**src/rtl/accel_pkg.sv**
```systemverilog
// rtl/accel_pkg.sv - opcodes, register map, command indices and FSM encoding for the accelerometer sequencer
package accel_pkg;

  localparam logic [7:0] WRITE = 8'h0A;
  localparam logic [7:0] READ  = 8'h0B;
  localparam logic [7:0] OFF   = 8'hFF;

  localparam logic [7:0] SOFT_RESET = 8'h1F;
  localparam logic [7:0] FILTER_CTL = 8'h2C;
  localparam logic [7:0] POWER_CTL  = 8'h2D;
  localparam logic [7:0] XDATA      = 8'h08;
  localparam logic [7:0] YDATA      = 8'h09;
  localparam logic [7:0] ZDATA      = 8'h0A;

  localparam logic [7:0] SOFT_RESET_KEY = 8'h52;

  localparam logic [2:0] IDX_POWER = 3'd2;
  localparam logic [2:0] IDX_X     = 3'd3;
  localparam logic [2:0] IDX_Y     = 3'd4;
  localparam logic [2:0] IDX_Z     = 3'd5;

  typedef enum logic [2:0] {
    IDLE,
    ISSUE,
    WAIT_ACCEPT,
    WAIT_DONE,
    ADVANCE,
    POLL_WAIT,
    ERROR
  } state_t;

endpackage

```
**src/rtl/accel_cmd_rom.sv**
```systemverilog
// rtl/accel_cmd_rom.sv - command list: index to {instruction, address, data}
module accel_cmd_rom
  import accel_pkg::*;
#(
  parameter int                   CMDLENGTH  = 8,
  parameter logic [CMDLENGTH-1:0] FILTER_CFG = 8'h13,
  parameter logic [CMDLENGTH-1:0] POWER_CFG  = 8'h02
) (
  input  logic [2:0]           idx,
  output logic [CMDLENGTH-1:0] instr,
  output logic [CMDLENGTH-1:0] addr,
  output logic [CMDLENGTH-1:0] data
);

  always_comb begin
    instr = CMDLENGTH'(OFF);
    addr  = '0;
    data  = '0;
    case (idx)
      3'd0: begin
        instr = CMDLENGTH'(WRITE);
        addr  = CMDLENGTH'(SOFT_RESET);
        data  = CMDLENGTH'(SOFT_RESET_KEY);
      end
      3'd1: begin
        instr = CMDLENGTH'(WRITE);
        addr  = CMDLENGTH'(FILTER_CTL);
        data  = FILTER_CFG;
      end
      3'd2: begin
        instr = CMDLENGTH'(WRITE);
        addr  = CMDLENGTH'(POWER_CTL);
        data  = POWER_CFG;
      end
      3'd3: begin
        instr = CMDLENGTH'(READ);
        addr  = CMDLENGTH'(XDATA);
      end
      3'd4: begin
        instr = CMDLENGTH'(READ);
        addr  = CMDLENGTH'(YDATA);
      end
      3'd5: begin
        instr = CMDLENGTH'(READ);
        addr  = CMDLENGTH'(ZDATA);
      end
      default: ;
    endcase
  end

endmodule

```
**src/rtl/accel_sequencer.sv**
```systemverilog
// rtl/accel_sequencer.sv - accelerometer bring-up and X/Y/Z polling sequencer above the SPI command handler
module accel_sequencer
  import accel_pkg::*;
#(
  parameter int                   CMDLENGTH      = 8,
  parameter int                   POLL_DIV       = 2000000,
  parameter logic [CMDLENGTH-1:0] FILTER_CFG     = 8'h13,
  parameter logic [CMDLENGTH-1:0] POWER_CFG      = 8'h02,
  parameter int                   ACCEPT_TIMEOUT = 65535
) (
  input  logic                 clk,
  input  logic                 reset,
  input  logic                 enable,
  input  logic                 i_CMD_Ready,
  input  logic [CMDLENGTH-1:0] i_CMD_Data,
  output logic [CMDLENGTH-1:0] o_CMD_Instruction,
  output logic [CMDLENGTH-1:0] o_CMD_Address,
  output logic [CMDLENGTH-1:0] o_CMD_Data,
  output logic [CMDLENGTH-1:0] o_X,
  output logic [CMDLENGTH-1:0] o_Y,
  output logic [CMDLENGTH-1:0] o_Z,
  output logic                 o_Sample_Valid,
  output logic                 o_Init_Done,
  output logic                 o_Error
);

  localparam int CNT_MAX = (POLL_DIV > ACCEPT_TIMEOUT) ? POLL_DIV : ACCEPT_TIMEOUT;
  localparam int CNT_W   = $clog2(CNT_MAX + 1);

  state_t               state_q, state_d;
  logic [2:0]           idx_q, idx_d;
  logic [CMDLENGTH-1:0] instr_q, instr_d;
  logic [CMDLENGTH-1:0] addr_q, addr_d;
  logic [CMDLENGTH-1:0] data_q, data_d;
  logic [CMDLENGTH-1:0] stage_x_q, stage_x_d, stage_y_q, stage_y_d, stage_z_q, stage_z_d;
  logic [CMDLENGTH-1:0] x_q, x_d, y_q, y_d, z_q, z_d;
  logic                 valid_q, valid_d;
  logic                 init_q, init_d;
  logic                 err_q, err_d;
  logic [CNT_W-1:0]     wd_q, wd_d, poll_q, poll_d;
  logic [CNT_W-1:0]     wd_inc, poll_inc;
  logic [CMDLENGTH-1:0] rom_instr, rom_addr, rom_data;

  accel_cmd_rom #(
    .CMDLENGTH (CMDLENGTH),
    .FILTER_CFG(FILTER_CFG),
    .POWER_CFG (POWER_CFG)
  ) u_rom (
    .idx  (idx_q),
    .instr(rom_instr),
    .addr (rom_addr),
    .data (rom_data)
  );

  assign wd_inc   = wd_q + CNT_W'(1);
  assign poll_inc = poll_q + CNT_W'(1);

  always_comb begin
    state_d   = state_q;
    idx_d     = idx_q;
    instr_d   = instr_q;
    addr_d    = addr_q;
    data_d    = data_q;
    stage_x_d = stage_x_q;
    stage_y_d = stage_y_q;
    stage_z_d = stage_z_q;
    x_d       = x_q;
    y_d       = y_q;
    z_d       = z_q;
    valid_d   = 1'b0;
    init_d    = init_q;
    err_d     = err_q;
    wd_d      = wd_q;
    poll_d    = poll_q;
    case (state_q)
      IDLE: begin
        instr_d = CMDLENGTH'(OFF);
        // Bus registers load here so the command is already visible during ISSUE.
        if (enable && i_CMD_Ready) begin
          instr_d = rom_instr;
          addr_d  = rom_addr;
          data_d  = rom_data;
          state_d = ISSUE;
        end
      end
      ISSUE: begin
        wd_d    = '0;
        state_d = WAIT_ACCEPT;
      end
      WAIT_ACCEPT: begin
        if (!i_CMD_Ready) begin
          instr_d = CMDLENGTH'(OFF);
          state_d = WAIT_DONE;
        end else if (wd_inc == CNT_W'(ACCEPT_TIMEOUT)) begin
          wd_d    = wd_inc;
          instr_d = CMDLENGTH'(OFF);
          err_d   = 1'b1;
          state_d = ERROR;
        end else begin
          wd_d = wd_inc;
        end
      end
      WAIT_DONE: begin
        if (i_CMD_Ready) begin
          if (idx_q == IDX_X) stage_x_d = i_CMD_Data;
          if (idx_q == IDX_Y) stage_y_d = i_CMD_Data;
          if (idx_q == IDX_Z) stage_z_d = i_CMD_Data;
          state_d = ADVANCE;
        end
      end
      ADVANCE: begin
        // Publish only complete triples; partial samples stay in staging.
        if (idx_q == IDX_Z) begin
          x_d     = stage_x_q;
          y_d     = stage_y_q;
          z_d     = stage_z_q;
          valid_d = 1'b1;
          poll_d  = '0;
          state_d = POLL_WAIT;
        end else begin
          if (idx_q == IDX_POWER) init_d = 1'b1;
          idx_d   = idx_q + 3'd1;
          state_d = IDLE;
        end
      end
      POLL_WAIT: begin
        poll_d = poll_inc;
        if (poll_inc == CNT_W'(POLL_DIV)) begin
          idx_d   = IDX_X;
          state_d = IDLE;
        end
      end
      ERROR: begin
        instr_d = CMDLENGTH'(OFF);
        err_d   = 1'b1;
      end
      default: state_d = IDLE;
    endcase
  end

  always_ff @(posedge clk) begin
    if (reset) begin
      state_q   <= IDLE;
      idx_q     <= '0;
      instr_q   <= CMDLENGTH'(OFF);
      addr_q    <= '0;
      data_q    <= '0;
      stage_x_q <= '0;
      stage_y_q <= '0;
      stage_z_q <= '0;
      x_q       <= '0;
      y_q       <= '0;
      z_q       <= '0;
      valid_q   <= 1'b0;
      init_q    <= 1'b0;
      err_q     <= 1'b0;
      wd_q      <= '0;
      poll_q    <= '0;
    end else begin
      state_q   <= state_d;
      idx_q     <= idx_d;
      instr_q   <= instr_d;
      addr_q    <= addr_d;
      data_q    <= data_d;
      stage_x_q <= stage_x_d;
      stage_y_q <= stage_y_d;
      stage_z_q <= stage_z_d;
      x_q       <= x_d;
      y_q       <= y_d;
      z_q       <= z_d;
      valid_q   <= valid_d;
      init_q    <= init_d;
      err_q     <= err_d;
      wd_q      <= wd_d;
      poll_q    <= poll_d;
    end
  end

  assign o_CMD_Instruction = instr_q;
  assign o_CMD_Address     = addr_q;
  assign o_CMD_Data        = data_q;
  assign o_X               = x_q;
  assign o_Y               = y_q;
  assign o_Z               = z_q;
  assign o_Sample_Valid    = valid_q;
  assign o_Init_Done       = init_q;
  assign o_Error           = err_q;

endmodule

```
**config.mk**
```make
export PLATFORM = sky130hd
export DESIGN_NAME = accel_sequencer
export DESIGN_NICKNAME = d
export VERILOG_FILES = /design/src/rtl/accel_pkg.sv /design/src/rtl/accel_cmd_rom.sv /design/src/rtl/accel_sequencer.sv
export SDC_FILE = /design/constraint.sdc
export NUM_CORES = 1
export LEC_CHECK = 0
export CAP_MARGIN = 40
export CORE_ASPECT_RATIO = 0.7
export CORE_MARGIN = 3
export CORE_UTILIZATION = 45
export CTS_CLUSTER_DIAMETER = 100
export DETAILED_ROUTE_END_ITERATION = 10
export PLACE_DENSITY = 0.66
export SYNTH_ARGS = -nofsm -noshare
export SYNTH_HDL_FRONTEND = slang
export SYNTH_SLANG_ARGS = --single-unit
```
**constraint.sdc**
```tcl
create_clock -name clk -period 6.2 [get_ports clk]
set_input_delay 0.93 -clock clk [delete_from_list [all_inputs] [get_ports clk]]
set_output_delay 0.93 -clock clk [all_outputs]
set_load 0.02 [all_outputs]
```
[Word-level counts from Yosys, hierarchy flattened]
Cells that the tools add are included.
Word-level totals
  word-level logic and storage cells: 90
  bits of input ports: 12
  register bits: 123
  output and inout port bits: 51
Cells by class
  mux-type cells: 25
  equality and inequality tests: 21
  bitwise operators: 3
  reduce and logical (&&, ||, !) cells: 22
  $add $sub $neg: 3
Operator list (count)
  one-hot mux 21 bit (2 select lines): 2
  adder 21 x 1 -> 21 bit (second input constant): 2
  2-to-1 mux 21 bit: 2
  one-hot mux 6 bit (6 select lines): 1
  2-to-1 mux 3 bit: 8
  2-to-1 mux 8 bit: 3
  one-hot mux 8 bit (3 select lines): 1
  equality test 21 x 16 -> 1 bit (second input constant): 1
  equality test 21 bit (second input constant): 1
  one-hot mux 3 bit (7 select lines): 1
  one-hot mux 7 bit (3 select lines): 1
  AND reduction 3 bit: 6
  one-hot mux 8 bit (2 select lines): 1
  equality test 3 bit (second input constant): 5
  inequality test 2 bit (second input constant): 7
  equality test 3 x 2 -> 1 bit (second input constant): 4
  AND reduction 2 bit: 5
  equality test 3 x 1 -> 1 bit (second input constant): 2
  logical NOT 3 bit: 2
  one-hot mux 3 bit (2 select lines): 1
  nonzero test 2 bit: 3
  OR reduction 3 bit: 2
  AND reduction 5 bit: 1
  adder 3 x 1 -> 3 bit (second input constant): 1
  other kinds (7): 11

[Logic depth before layout (Yosys ltp)]
  depth after elaboration: 5
  depth in mapped cells: 9
  mapped depth without buffers: 9

[Modules after synthesis]
Synthesis repeated with hierarchy kept, for this count alone.
Unflattened totals
  cell total of the unflattened synthesis: 767
  area, all modules: 5975.7 um2
By module, submodules not included
  accel_sequencer: cells an instance 736, times used 1, area each 5764.3 um2, seq. area each 2462.4 um2
  accel_cmd_rom: cells an instance 31, times used 1, area each 211.5 um2, seq. area each 0.0 um2

[Worst setup path after synthesis]
OpenSTA, ideal clock, no wires.
  kind: reg2reg
  from: register poll_q[0]
  to: register idx_q[1]
  buffers on the path: 1
  data required time: 6.114 ns
  setup slack: 3.904 ns
  cell stages (with the launch flop): 10
  period minus slack after synthesis: 2.296 ns
  setup time: 0.086 ns
  data arrival time: 2.210 ns
  path through: dfxtp_1 > ha_1 > clkbuf_1 > and2_1 > nand4_4 > or3_1 > a22oi_1 > nand4b_2 > a21o_1 > a221oi_2
On the way
  longest elaborated chain between the ends: 4
RTL lines
  start, declared: RTL line accel_sequencer.sv:40  | logic [CNT_W-1:0] wd_q, wd_d, poll_q, poll_d;
  start signal, assigned: RTL line accel_sequencer.sv:175  | poll_q <= poll_d;
  adder 21 x 1 -> 21 bit: RTL line accel_sequencer.sv:56  | assign poll_inc = poll_q + CNT_W'(1);
  equality test 21 bit: RTL line accel_sequencer.sv:128  | if (poll_inc == CNT_W'(POLL_DIV)) begin
  inequality test 2 bit (no line)
  AND reduction 3 bit (no line)
  end signal, assigned: RTL line accel_sequencer.sv:161  | idx_q <= idx_d;
  end, declared: RTL line accel_sequencer.sv:31  | logic [2:0] idx_q, idx_d;
No other way between the ends.
A chain may end at the register's enable or synchronous reset.

[Worst setup path after layout]
  from: input port i_CMD_Ready
  to: register wd_q[11]
On the way
  longest elaborated chain between the ends: 2
RTL lines
  start, declared: RTL line accel_sequencer.sv:14  | input logic i_CMD_Ready,
  inequality test 2 bit (no line)
  AND reduction 2 bit (no line)
  end signal, assigned: RTL line accel_sequencer.sv:174  | wd_q <= wd_d;
  end, declared: RTL line accel_sequencer.sv:40
No other way between the ends.

==> flow_metrics.env <==
export IMPL_status="finished, final reports clean"
export IMPL_yosys_warnings=0
export IMPL_setup_tns_ns=0
export IMPL_grt_max_degree=89
export IMPL_cts_resized=0
export IMPL_worst_path_most_repeated_cell="nor2_1"
export IMPL_crit_chain="clkdlybuf4s50_1 -> nand3_1 -> nor2_1 -> nand4_1 -> mux2_2 -> nor2_1"
export IMPL_netlist_instances=699
export IMPL_yosysTopAreaCellShare=0.401
export IMPL_gp_congestion=0.912
export IMPL_pre_cts_ws_ns=2.93
export IMPL_antenna_cells=0
export IMPL_synth_seq_cells=110
export IMPL_cp_start_kind="input port"
export IMPL_r2r_start="state_q[2]"
export IMPL_fin_crit_ns=2.97
export IMPL_maxCapViolCount=0
export IMPL_grt_usage=0.196
export IMPL_start_util=0.465
export IMPL_ys_seq_area_frac=0.401
export IMPL_core_area_mm2=0.0118
export IMPL_cts_tree="yes"
export IMPL_worst_pin_slew_ns=0.946
export IMPL_critPathLaunch="i_CMD_Ready"
export IMPL_drtIter0Drc=463
export IMPL_synth_common_cells="dfxtp_1, nor2_1, nand2_1, a21oi_1, o21ai_0"
export IMPL_rsz0062_at_grt="no"
export IMPL_synthArstFlopShare=0
export IMPL_routed_wl_um=13300
export IMPL_ir_worst_vdd_mv=0.174
export IMPL_cts_setup_buffers=0
export IMPL_drc_errors=0
export IMPL_hold_start="stage_x_q[1]"
export IMPL_hold_buffers=0
export IMPL_die_w_um=138
export IMPL_port_buffers=54
export IMPL_setup_viol=0
export IMPL_maxSlewViolCount=0
export IMPL_grt_overflow=0
export IMPL_critPathBufInv=1
export IMPL_drive_gt1_frac=0.0579
export IMPL_yosysMostFrequentCell="dfxtp_1"
export IMPL_area_delta_synth_final_pct=15.8
export IMPL_setup_worst_path_end_class="register"
export IMPL_crit_required_ns=6.49
export IMPL_synth_area_mm2=0.00549
export IMPL_cp_arrival_ns=3.26
export IMPL_cts_sinks=110
export IMPL_vias=4953
export IMPL_cts_buffer_depth=2
export IMPL_setup_ws_ns=3.23
export IMPL_cts_inserted_buffers=9
export IMPL_hpwlAfterDp_um=9040
export IMPL_cpPeakStageDelay_ns=0.71
export IMPL_dr_pass1_iters=5
export IMPL_antenna_found_initial=0
export IMPL_relSlewSlack=0.369
export IMPL_p_leak_uw=0.00223
export IMPL_critical_path_class="input port to register"
export IMPL_power_density_mw_per_mm2=276
export IMPL_crit_path_max_fanout=20
export IMPL_clock_fmax_mhz=337
export IMPL_synth_area_top_cells="dfxtp_1, a21oi_1, nor2_1"
export IMPL_postRouteAntennaNets=0
export IMPL_clockRootBuffer="clkbuf_16"
export IMPL_io_pins=63
export IMPL_hold_violations=0
export IMPL_fp_row_count=33
export IMPL_grt_first_pass_wirelength_um=22600
export IMPL_critical_path_top_delay_family="simple AND/OR/NAND/NOR gates"
export IMPL_final_net_count=741
export IMPL_min_period_over_period=0.479
export IMPL_die_area_mm2=0.0136
export IMPL_vias_per_cell=5.61
export IMPL_synth_edf_count=0
export IMPL_grt_pass1_vias=4546
export IMPL_avgSynthCellArea_um2=7.86
export IMPL_synth_distinct_cells=61
export IMPL_dieHeight_um=98.4
export IMPL_wire_per_inst_um=15.0
export IMPL_yosys_area_top_type="dfxtp_1"
export IMPL_hp_class="register to register"
export IMPL_finalClockSkew_ns=0.0140
export IMPL_clock_latency_ns=0.36
export IMPL_critPathSlowestCell="clkdlybuf4s50_1"
export IMPL_ys_flop_type="dfxtp_1"
export IMPL_final_util=0.538
export IMPL_total_power_uw=1760
export IMPL_htree_num_levels=3
export IMPL_cts_clk_slew_worst_paths_ns=0.09
cells in the final DEF, fill, tap and decap left out, types with 7 or more instances in the layout:
cell type / synthesis / layout
dfxtp_1: 110 / 110
mux2i_1: 27 / 27
clkbuf_16: 0 / 9
or3_1: 7 / 7
nor4_1: 10 / 10
buf_4: 14 / 7
nand3_1: 24 / 24
and3_1: 9 / 9
a21oi_1: 80 / 80
nor2_1: 105 / 105
nand4_1: 11 / 11
conb_1: 2 / 8
ha_1: 8 / 8
a211oi_1: 7 / 7
a311oi_1: 10 / 10
clkdlybuf4s50_1: 0 / 53
inv_1: 10 / 10
o21ai_0: 40 / 40
nor3_1: 13 / 12
nand2_1: 90 / 90
and2_1: 7 / 7
where the power goes:
group          switching (µW)  total, µW  internal (µW)
sequential               50.4        788            738
combinational             244        384            140
clock                     298        586            287
flip-flops by register name, summed over array words and instances (netlist names):
register	flops
idx_q	3
o_CMD_Address	6
o_CMD_Data	3
o_CMD_Instruction	2
o_Error	1
o_Init_Done	1
o_Sample_Valid	1
o_X	8
o_Y	8
o_Z	8
poll_q	21
stage_x_q	8
stage_y_q	8
stage_z_q	8
state_q	3
wd_q	21
final cells by class:
cell class	instances	area, µm²
tap	157	196
timing repair buffer	61	611
sequential	110	2200
fill	1092	5450
clock buffer	9	225
clock inverter	7	72.6
inverter	10	37.5
multi-input combinational	529	3010
cells by family after synthesis:
kind of cell             count (synthesis)  synth area share
buffers and inverters                   66            0.0554
other                                    2           0.00137
multiplexers                            29            0.0533
adder cells (fa/ha/maj)                  8            0.0182
flip-flops                             110             0.401
AO/OA/AOI/OAI                          165             0.181
AND/OR/NAND/NOR                        308             0.273
XOR/XNOR                                11            0.0175
worst paths after layout:
kind                to  slack, ns  depth (start not counted)
min reg2reg     o_X[1]       0.46                          2
max reg2reg  poll_q[7]       3.49                          7
min             o_X[1]       0.46                          2
max           wd_q[11]       3.23                          6
worst register-to-register path, cell delays in order (launching register included):
cell,delay [ns]
dfxtp_1,0.64
inv_1,0.20
nor2_1,0.22
nand2_1,0.51
nand2_1,0.58
o21ai_0,0.20
a21oi_1,0.19
nor2_1,0.05
metal layers:
layer  GRT usage  share of wire
met5           0              0
met4      0.0509         0.0090
met2       0.278           0.41
met1       0.298           0.53
met3      0.0441          0.053
per-stage QoR:
stage	hold slack [ns]	std cells	instance area, µm²
floorplan	0.431	705	5520
global placement	0.438	864	6020
detailed placement	0.447	867	6060
CTS	0.460	883	6360
global route	0.470	883	6360
finish	0.456	883	6360
Note: power is estimated with default switching activity, not from simulation.
